### src/rtl/cpu_ctrl_pkg.sv
// Shared opcode map, instruction classes, FSM state encoding and datapath
// select codes for the multicycle CPU control unit.
package cpu_ctrl_pkg;

  localparam logic [5:0] OP_LI    = 6'b001000;
  localparam logic [5:0] OP_J     = 6'b010000;
  localparam logic [5:0] OP_JZ    = 6'b010001;
  localparam logic [5:0] OP_JNZ   = 6'b010010;
  localparam logic [5:0] OP_JS    = 6'b010011;
  localparam logic [5:0] OP_JNS   = 6'b010100;
  localparam logic [5:0] OP_CALL  = 6'b010101;
  localparam logic [5:0] OP_RET   = 6'b010110;
  localparam logic [5:0] OP_IN_R  = 6'b011000;
  localparam logic [5:0] OP_IN_I  = 6'b011001;
  localparam logic [5:0] OP_OUT_R = 6'b011010;
  localparam logic [5:0] OP_OUT_I = 6'b011011;
  localparam logic [5:0] OP_HALT  = 6'b111111;

  typedef enum logic [3:0] {
    CL_NOP, CL_ALU, CL_LI, CL_BR, CL_CALL, CL_RET, CL_IN, CL_OUT, CL_HALT
  } op_class_t;

  typedef enum logic [3:0] {
    ST_FETCH  = 4'd0,
    ST_DECODE = 4'd1,
    ST_EXALU  = 4'd2,
    ST_EXLI   = 4'd3,
    ST_WB     = 4'd4,
    ST_BRANCH = 4'd5,
    ST_CALL   = 4'd6,
    ST_RET    = 4'd7,
    ST_IORD   = 4'd8,
    ST_IOWR   = 4'd9,
    ST_PCUPD  = 4'd10,
    ST_HALT   = 4'd11
  } state_t;

  localparam logic [1:0] PC_INC   = 2'd0;
  localparam logic [1:0] PC_JUMP  = 2'd1;
  localparam logic [1:0] PC_RET   = 2'd2;
  localparam logic [1:0] WD3_ALU  = 2'd0;
  localparam logic [1:0] WD3_IMM  = 2'd1;
  localparam logic [1:0] WD3_IO   = 2'd2;

endpackage

### src/rtl/opcode_decoder.sv
// Combinational opcode classifier: instruction class, branch-taken decision
// from the registered flags, and the ALU operation field.
module opcode_decoder
  import cpu_ctrl_pkg::*;
(
  input  logic [5:0] opcode,
  input  logic       z,
  input  logic       s,
  output op_class_t  op_class,
  output logic       taken,
  output logic [2:0] op_alu
);

  always_comb begin
    op_class = CL_NOP;
    taken    = 1'b0;
    op_alu   = opcode[2:0];
    casez (opcode)
      6'b000???: op_class = CL_ALU;
      OP_LI:     op_class = CL_LI;
      OP_J:      begin op_class = CL_BR; taken = 1'b1; end
      OP_JZ:     begin op_class = CL_BR; taken = z;    end
      OP_JNZ:    begin op_class = CL_BR; taken = ~z;   end
      OP_JS:     begin op_class = CL_BR; taken = s;    end
      OP_JNS:    begin op_class = CL_BR; taken = ~s;   end
      OP_CALL:   op_class = CL_CALL;
      OP_RET:    op_class = CL_RET;
      OP_IN_R, OP_IN_I:   op_class = CL_IN;
      OP_OUT_R, OP_OUT_I: op_class = CL_OUT;
      OP_HALT:   op_class = CL_HALT;
      default:   op_class = CL_NOP;
    endcase
  end

endmodule

### src/rtl/control_unit.sv
// Multicycle Moore sequencer for the 16-bit CPU datapath: FETCH, DECODE,
// execute, then write-back / PC update, with a wait counter for bus I/O.
module control_unit
  import cpu_ctrl_pkg::*;
#(
  parameter int IO_WAIT      = 2,
  parameter int OPCODE_WIDTH = 6
) (
  input  logic                    clk,
  input  logic                    reset,
  input  logic [OPCODE_WIDTH-1:0] opcode,
  input  logic                    z,
  input  logic                    s,
  output logic [1:0]              s_pc,
  output logic [1:0]              s_wd3,
  output logic                    s_io_wr,
  output logic                    s_addr,
  output logic                    we_pc,
  output logic                    we_reg,
  output logic                    we_alu,
  output logic                    we_wd3,
  output logic                    we3,
  output logic                    we_rmem,
  output logic                    push,
  output logic                    pop,
  output logic [2:0]              op_alu,
  output logic                    read,
  output logic                    write,
  output logic                    halted,
  output logic [3:0]              state_dbg
);

  localparam logic [3:0] CNT_LAST = 4'(IO_WAIT - 1);

  state_t     r_state;
  state_t     w_next;
  logic [3:0] r_cnt;
  logic [3:0] w_cnt_next;
  logic       w_cnt_last;
  op_class_t  w_class;
  logic       w_taken;
  logic [2:0] w_op_alu;

  opcode_decoder u_dec (
    .opcode   (opcode[5:0]),
    .z        (z),
    .s        (s),
    .op_class (w_class),
    .taken    (w_taken),
    .op_alu   (w_op_alu)
  );

  assign w_cnt_last = (r_cnt == CNT_LAST);

  always_ff @(posedge clk) begin
    if (reset) begin
      r_state <= ST_FETCH;
      r_cnt   <= 4'd0;
    end else begin
      r_state <= w_next;
      r_cnt   <= w_cnt_next;
    end
  end

  always_ff @(posedge clk) begin
    assert (IO_WAIT >= 1 && IO_WAIT <= 15 && OPCODE_WIDTH >= 6)
      else $error("control_unit: IO_WAIT must be 1..15 and OPCODE_WIDTH >= 6");
  end

  // The wait counter only runs in the I/O states and wraps to 0 on their last cycle.
  always_comb begin
    w_next     = r_state;
    w_cnt_next = 4'd0;
    case (r_state)
      ST_FETCH:  w_next = ST_DECODE;
      ST_DECODE: begin
        case (w_class)
          CL_ALU:  w_next = ST_EXALU;
          CL_LI:   w_next = ST_EXLI;
          CL_BR:   w_next = ST_BRANCH;
          CL_CALL: w_next = ST_CALL;
          CL_RET:  w_next = ST_RET;
          CL_IN:   w_next = ST_IORD;
          CL_OUT:  w_next = ST_IOWR;
          CL_HALT: w_next = ST_HALT;
          default: w_next = ST_PCUPD;
        endcase
      end
      ST_EXALU, ST_EXLI: w_next = ST_WB;
      ST_IORD: begin
        w_next     = w_cnt_last ? ST_WB : ST_IORD;
        w_cnt_next = w_cnt_last ? 4'd0 : r_cnt + 4'd1;
      end
      ST_IOWR: begin
        w_next     = w_cnt_last ? ST_FETCH : ST_IOWR;
        w_cnt_next = w_cnt_last ? 4'd0 : r_cnt + 4'd1;
      end
      ST_HALT: w_next = ST_HALT;
      default: w_next = ST_FETCH;
    endcase
  end

  always_comb begin
    s_pc    = PC_INC;
    s_wd3   = WD3_ALU;
    s_io_wr = 1'b0;
    s_addr  = 1'b0;
    we_pc   = 1'b0;
    we_reg  = 1'b0;
    we_alu  = 1'b0;
    we_wd3  = 1'b0;
    we3     = 1'b0;
    push    = 1'b0;
    pop     = 1'b0;
    op_alu  = 3'd0;
    read    = 1'b0;
    write   = 1'b0;
    halted  = 1'b0;
    case (r_state)
      ST_DECODE: we_reg = 1'b1;
      ST_EXALU: begin
        op_alu = w_op_alu;
        we_alu = 1'b1;
        we_wd3 = 1'b1;
      end
      ST_EXLI: begin
        we_wd3 = 1'b1;
        s_wd3  = WD3_IMM;
      end
      ST_WB: begin
        we3   = 1'b1;
        we_pc = 1'b1;
      end
      ST_BRANCH: begin
        we_pc = 1'b1;
        s_pc  = w_taken ? PC_JUMP : PC_INC;
      end
      ST_CALL: begin
        push  = 1'b1;
        we_pc = 1'b1;
        s_pc  = PC_JUMP;
      end
      ST_RET: begin
        pop   = 1'b1;
        we_pc = 1'b1;
        s_pc  = PC_RET;
      end
      ST_IORD: begin
        read   = 1'b1;
        s_addr = opcode[0];
        s_wd3  = WD3_IO;
        we_wd3 = 1'b1;
      end
      ST_IOWR: begin
        write   = 1'b1;
        s_addr  = 1'b1;
        s_io_wr = opcode[0];
        we_pc   = w_cnt_last;
      end
      ST_PCUPD: we_pc = 1'b1;
      ST_HALT:  halted = 1'b1;
      default: ;
    endcase
  end

  assign we_rmem   = 1'b0;
  assign state_dbg = r_state;

endmodule

### config.mk
export PLATFORM = sky130hd
export DESIGN_NAME = control_unit
export DESIGN_NICKNAME = d
export VERILOG_FILES = /design/src/rtl/cpu_ctrl_pkg.sv /design/src/rtl/opcode_decoder.sv /design/src/rtl/control_unit.sv
export SDC_FILE = /design/constraint.sdc
export NUM_CORES = 1
export LEC_CHECK = 0
export CAP_MARGIN = 20
export CORE_MARGIN = 8
export CORE_UTILIZATION = 39
export DETAILED_ROUTE_END_ITERATION = 8
export PLACE_DENSITY = 0.78
export REMOVE_ABC_BUFFERS = 1
export SYNTH_ARGS = -nofsm -noshare
export SYNTH_HDL_FRONTEND = slang
export SYNTH_SLANG_ARGS = --single-unit
export TNS_END_PERCENT = 30
### constraint.sdc
create_clock -name clk -period 1.75 [get_ports clk]
set_clock_uncertainty 0.15 [all_clocks]
set_input_delay 0.35 -clock clk [delete_from_list [all_inputs] [get_ports clk]]
set_output_delay 0.35 -clock clk [all_outputs]
set_load 0.005 [all_outputs]
**Word level (Yosys, flattened, before mapping)**

Memory sizes are Yosys's and may differ from the RTL's.
Index checks and enable logic that the tools add are counted.

- Register bits after elaboration: 8
- Bits in read-only memories: 64
- Bits of input ports: 10
- Logic and storage cells: 63
- Memories: 1

Memory list:

| memory | words | bits a word | rd ports | clocked after memory_dff | wr ports | line | source |
|---|---|---|---|---|---|---|---|
| (no name shown) | 16 | 4 | 1 | 0 | 0 | control_unit.sv:77 | `case (w_class)` |

- Add/sub/neg operators: 1
- Equal/unequal tests: 25
- Mux-type cells: 21
- Bitwise gates (word level): 3
- Reduce and logical (&&, ||, !) cells: 10

Operators with widths:

| operator | number |
|---|---|
| $eq A6 B5 Y1 const B | 11 |
| $pmux W4 S8 | 1 |
| $pmux W4 S6 | 1 |
| $eq A4 B3 Y1 const B | 4 |
| $eq A4 B4 Y1 const B | 4 |
| $mux W1 | 11 |
| $reduce_or A5 Y1 | 2 |
| $eq A4 B1 Y1 const B | 2 |
| $eq A4 B2 Y1 const B | 2 |
| $mux W4 | 2 |
| $reduce_or A2 Y1 | 4 |
| $eq A6 B4 Y1 const B | 1 |
| $eq A6 B6 Y1 const B | 1 |
| $pmux W2 S3 | 1 |
| $reduce_or A3 Y1 | 2 |
| $pmux W1 S5 | 1 |
| $add A4 B1 Y4 const B | 1 |
| $logic_not A4 Y1 | 1 |
| $pmux W1 S2 | 2 |
| $pmux W2 S2 | 1 |
| $logic_not A3 Y1 | 1 |
| $mux W3 | 1 |
| $not A1 Y1 | 3 |

**Logic depth before layout (Yosys ltp)**

An unclocked memory read counts as a cell.

- Word-level depth: 5
- Mapped depth: 6

**Hierarchy**

Synthesis repeated with hierarchy kept, for this count alone.

- Cell total of the unflattened synthesis: 109
- Area, all modules: 829.5 um^2

By module, submodules not included:

| module | instances | cells each | area each (um^2) | sequential area each (um^2) |
|---|---|---|---|---|
| control_unit | 1 | 84 | 661.9 | 160.2 |
| opcode_decoder | 1 | 25 | 167.7 | 0.0 |

**Least setup slack after synthesis**

OpenSTA, ideal clock, no wires.

- Path kind: input to output
- From: input opcode[2]
- To: output s_pc[0]
- Data arrival time: 1.242 ns
- Path slack: 0.008 ns
- Stages on the path: 5
- Path buffers: 1
- Path through: buf_2 -> or3b_1 -> a21oi_1 -> o211ai_1 -> a21oi_1

- Word-level cells in the longest chain between the ends: 4
- Elaborated cells between the ends (all ways): 8
- Classes of those cells: eq/ne: 5; mux: 3

Ends and longest elaborated chain:

| element | line | source |
|---|---|---|
| from (decl) | control_unit.sv:11 | `input logic [OPCODE_WIDTH-1:0] opcode,` |
| $eq A6 B5 Y1 | opcode_decoder.sv:18 | `casez (opcode)` |
| $pmux W1 S5 (*) | opcode_decoder.sv:18 |  |
| $mux W1 (*) | control_unit.sv:136 | `s_pc = w_taken ? PC_JUMP : PC_INC;` |
| $pmux W2 S3 (*) | control_unit.sv:119 | `case (r_state)` |
| to (decl) | control_unit.sv:14 | `output logic [1:0] s_pc,` |

Mark *: on every way between the ends. The rest lies on a longest branch, timed or not.

**Worst setup path after layout**

- From: register r_state[1], in the netlist state_dbg[1]
- To: output s_pc[0]

- Word-level cells in the longest chain between the ends: 2
- Elaborated cells between the ends (all ways): 4
- Classes of those cells: eq/ne: 3; mux: 1

Ends and longest elaborated chain:

| element | line | source |
|---|---|---|
| from (decl) | control_unit.sv:35 | `state_t r_state;` |
| from (signal assigned) | control_unit.sv:60 | `r_state <= w_next;` |
| $eq A4 B3 Y1 | control_unit.sv:119 |  |
| $pmux W2 S3 (*) | control_unit.sv:119 |  |

Marked as above.

==> qor.csv <==
stage;metric;value;unit
status;outcome;finished with violations;
status;failed_checks;setup timing;
detailed_routing;wl;3340;um
synthesis;synthSimpleGateAreaFrac;0.445;
synthesis;synthFlopType;dfxtp_1;
place;numPortBuffers;32;
setup_path;slowest_stage;dfxtp_4;
setup_path;cp-end-kind;output port;
synthesis;synth_edf_count;0;
global_routing;overflow;0;
setup_path;cp.required;1.25;ns
die;rows;15;
detailed_routing;vias;1074;
synthesis;avgSynthCellArea;6.85;um^2
clock_network;cts.clk_slew.worst_paths;0.06;ns
synthesis;synth_seq_area_share;0.231;
cells_and_area;area_delta_synth_final;110;%
place;placed_area;0.00118;mm^2
global_routing;antenna_found_initial;0;
synthesis;synth_top_family_by_area;simple AND/OR/NAND/NOR gates;
timing;hold_slack;0.393;ns
flow_run;max-cap-violations;0;
detailed_routing;ant_nets;0;
synthesis;synth_seq_cells;8;
synthesis;synth-compound-area-share;0.170;
setup_path;crit_family;flip-flops;
timing;hold_viol;0;
clock_network;clock_sinks;8;
die;dieWidth;58.1;um
clock_network;cts_buffer_depth;2;
timing;slew_violations;0;
clock_network;htree_levels;1;
global_routing;grt_pass1_wl;4970;um
clock_network;clockRootBuffer;clkbuf_4;
die;start_util;0.410;
detailed_routing;drtIter0Drc;31;
timing;clock.fmax;522;MHz
timing;finalCritPeriodShare;1.09;
die;die_area;0.00338;mm^2
synthesis;syn_area;692;um^2
clock_network;holdBufCountCts;0;
timing;rsz0062_at_grt;yes;
cells_and_area;utilization;0.861;
cells_and_area;diodes;0;
detailed_routing;via_per_inst;5.90;
pwr;power_per_cell_area;1040;mW/mm^2
timing;setup_slack;-0.166;ns
cells_and_area;post-route-cell-area;0.00146;mm^2
pwr;vdd_ir_drop_max;667;uV
synthesis;synthXorXnorAreaFrac;0.0253;
min_path;hold_class;register to register;
detailed_routing;route.detailed.drc;0;
detailed_routing;dr.pass1.iters;4;
setup_path;worstPathMaxFanout;5;
setup_path;critPathLaunchType;register;
setup_path;arrival;1.42;ns
global_routing;grt_usage;0.185;
die;io_pins;34;
synthesis;syn-instance-count;101;
setup_path;path_class;register to output port;
setup_path;worst-path-buf-inv;1;
synthesis;ys_warn_count;0;
place;place_ws;-0.841;ns
cells_and_area;fillCellCount;87;
synthesis;synth_fa_ha_area_frac;0.0362;
place;globalplace.congestion;0.909;
synthesis;muxShareOfSynthArea;0;
synthesis;synth.distinct_cells;36;
global_routing;grt_pass1_vias;1094;
die;fp.coreArea;0.00169;mm^2
synthesis;ys_async_sr_fraction;0;
setup_path;crit_chain;nand2b_4 > nor3_4 > o211ai_1 > a21oi_1 > buf_2;
cells_and_area;drive_gt1_frac;0.576;
die;die_y;58.1;um
timing;period_minus_slack;1.92;ns
cells_and_area;fin_nets;179;
clock_network;cts_tree;yes;
pwr;p_leak;0.000710;uW
detailed_routing;post_drt_wl_per_cell;18.4;um
global_routing;grt_max_degree;12;
timing;setup_viol;13;
setup_path;cp_slowest_stage_delay;0.36;ns
place;dp_hpwl;1940;um
clock_network;clock_latency;0.27;ns
clock_network;cts_buffers;3;
## kinds of logic (layout without fill, tap and decap cells)
family                   after synthesis  in the layout
AND/OR/NAND/NOR                       59             59
AO/OA/AOI/OAI                         18             18
buffers and inverters                 11             75
flip-flops                             8              8
adder cells (fa/ha/maj)                2              2
XOR/XNOR                               2              2
other                                  1              1
## worst paths after layout
kind	endpoint	slack, ns	cells past startpoint	startpoint
max	s_pc[0]	-0.17	5	state_dbg[1]
min	r_cnt[0]	0.39	2	r_cnt[0]
max reg2reg	r_cnt[1]	0.13	7	r_cnt[1]
min reg2reg	r_cnt[0]	0.39	2	r_cnt[0]
## sequential cells by signal, indices dropped and copies added, names as in the netlist
signal     flops
r_cnt          4
state_dbg      4
## stage by stage
stage               cells  power, uW  TNS [ns]
finish                182       1520    -0.846
global route          182       1590     -1.22
CTS                   181       1380    -0.893
detailed placement    167       1040     -4.75
global placement      167       1020     -4.30
floorplan              92        544         0
## Yosys cell counts, types with 2 or more instances
cell / instances / area (um^2)
inv_1: 2 / 7.51
nand3_1: 4 / 20.0
ha_1: 2 / 25.0
clkbuf_1: 3 / 11.3
nor3_1: 5 / 25.0
o211ai_1: 2 / 15.0
and3_1: 3 / 18.8
nand4_1: 3 / 18.8
nand2_1: 7 / 26.3
nor2b_1: 2 / 12.5
a21oi_1: 6 / 30.0
nor2_1: 18 / 67.6
dfxtp_1: 8 / 160
buf_4: 2 / 15.0
nand2b_1: 8 / 50.1
o31ai_1: 2 / 15.0
nor4_1: 2 / 12.5
buf_2: 3 / 15.0
nor4b_1: 2 / 17.5
## layout by cell type, fill, tap and decap left out, types with 2 or more instances in the layout
master and instances:
buf_4 28, clkbuf_2 4, nor4b_4 2, buf_2 11
nor2_1 14, buf_6 12, nor3_4 3, and3_1 2
dfxtp_1 2, nand2b_1 3, clkdlybuf4s15_2 2, nand2b_4 4
o31ai_1 2, clkbuf_4 3, nor3_1 2, nor2_4 2
nor2_2 2, dfxtp_2 3, dlygate4sd2_1 6, dlymetal6s2s_1 5
dfxtp_4 3, o211ai_1 2, nor4_1 2, nand2_1 6
nand3_1 3, a21oi_2 3, a21oi_1 3, nand4_1 3
## cell type report
type	instances	area [um^2]	area share
Inverter	2	7.51	0.00516
Tap cell	17	21.3	0.0146
Sequential cell	8	175	0.120
Multi-Input combinational cell	82	646	0.444
Timing Repair Buffer	70	583	0.401
Clock buffer	3	22.5	0.0155
## power breakdown
group | leakage (uW) | internal (uW) | switching (uW) | total, uW
clock network | 0.0000138 | 79.2 | 73.5 | 153
registers | 0.0000686 | 235 | 61.5 | 297
logic | 0.000627 | 553 | 514 | 1070
## per-layer routing
layer  GRT usage  vias to the layer above  part of all wire  wire, um
li1            -                      485                 -         -
met2       0.363                       50              0.54      1790
met1       0.179                      527              0.38      1270
met4      0.0559                        0             0.030       101
met5           0                        -                 0         0
met3      0.0552                       12             0.055       184
## worst reg2reg max path, delay by kind of cell (launching register included)
kind / cells / cell delay (ns)
AOI/OAI and AO/OA: 1 / 0.36
DFF: 1 / 0.33
and+or+nand+nor: 2 / 0.29
buffers and inverters: 3 / 0.28
adders and majority gates: 1 / 0.15
## timing repair
action / 4_1_cts / 5_1_grt
setup endpoints to repair: 23 / 23
pin swaps: 11 / 13
setup buffers: 11 / 2
resized for setup: 111 / 35
gates cloned: 0 / 0
(Power assumes the default switching activity.)
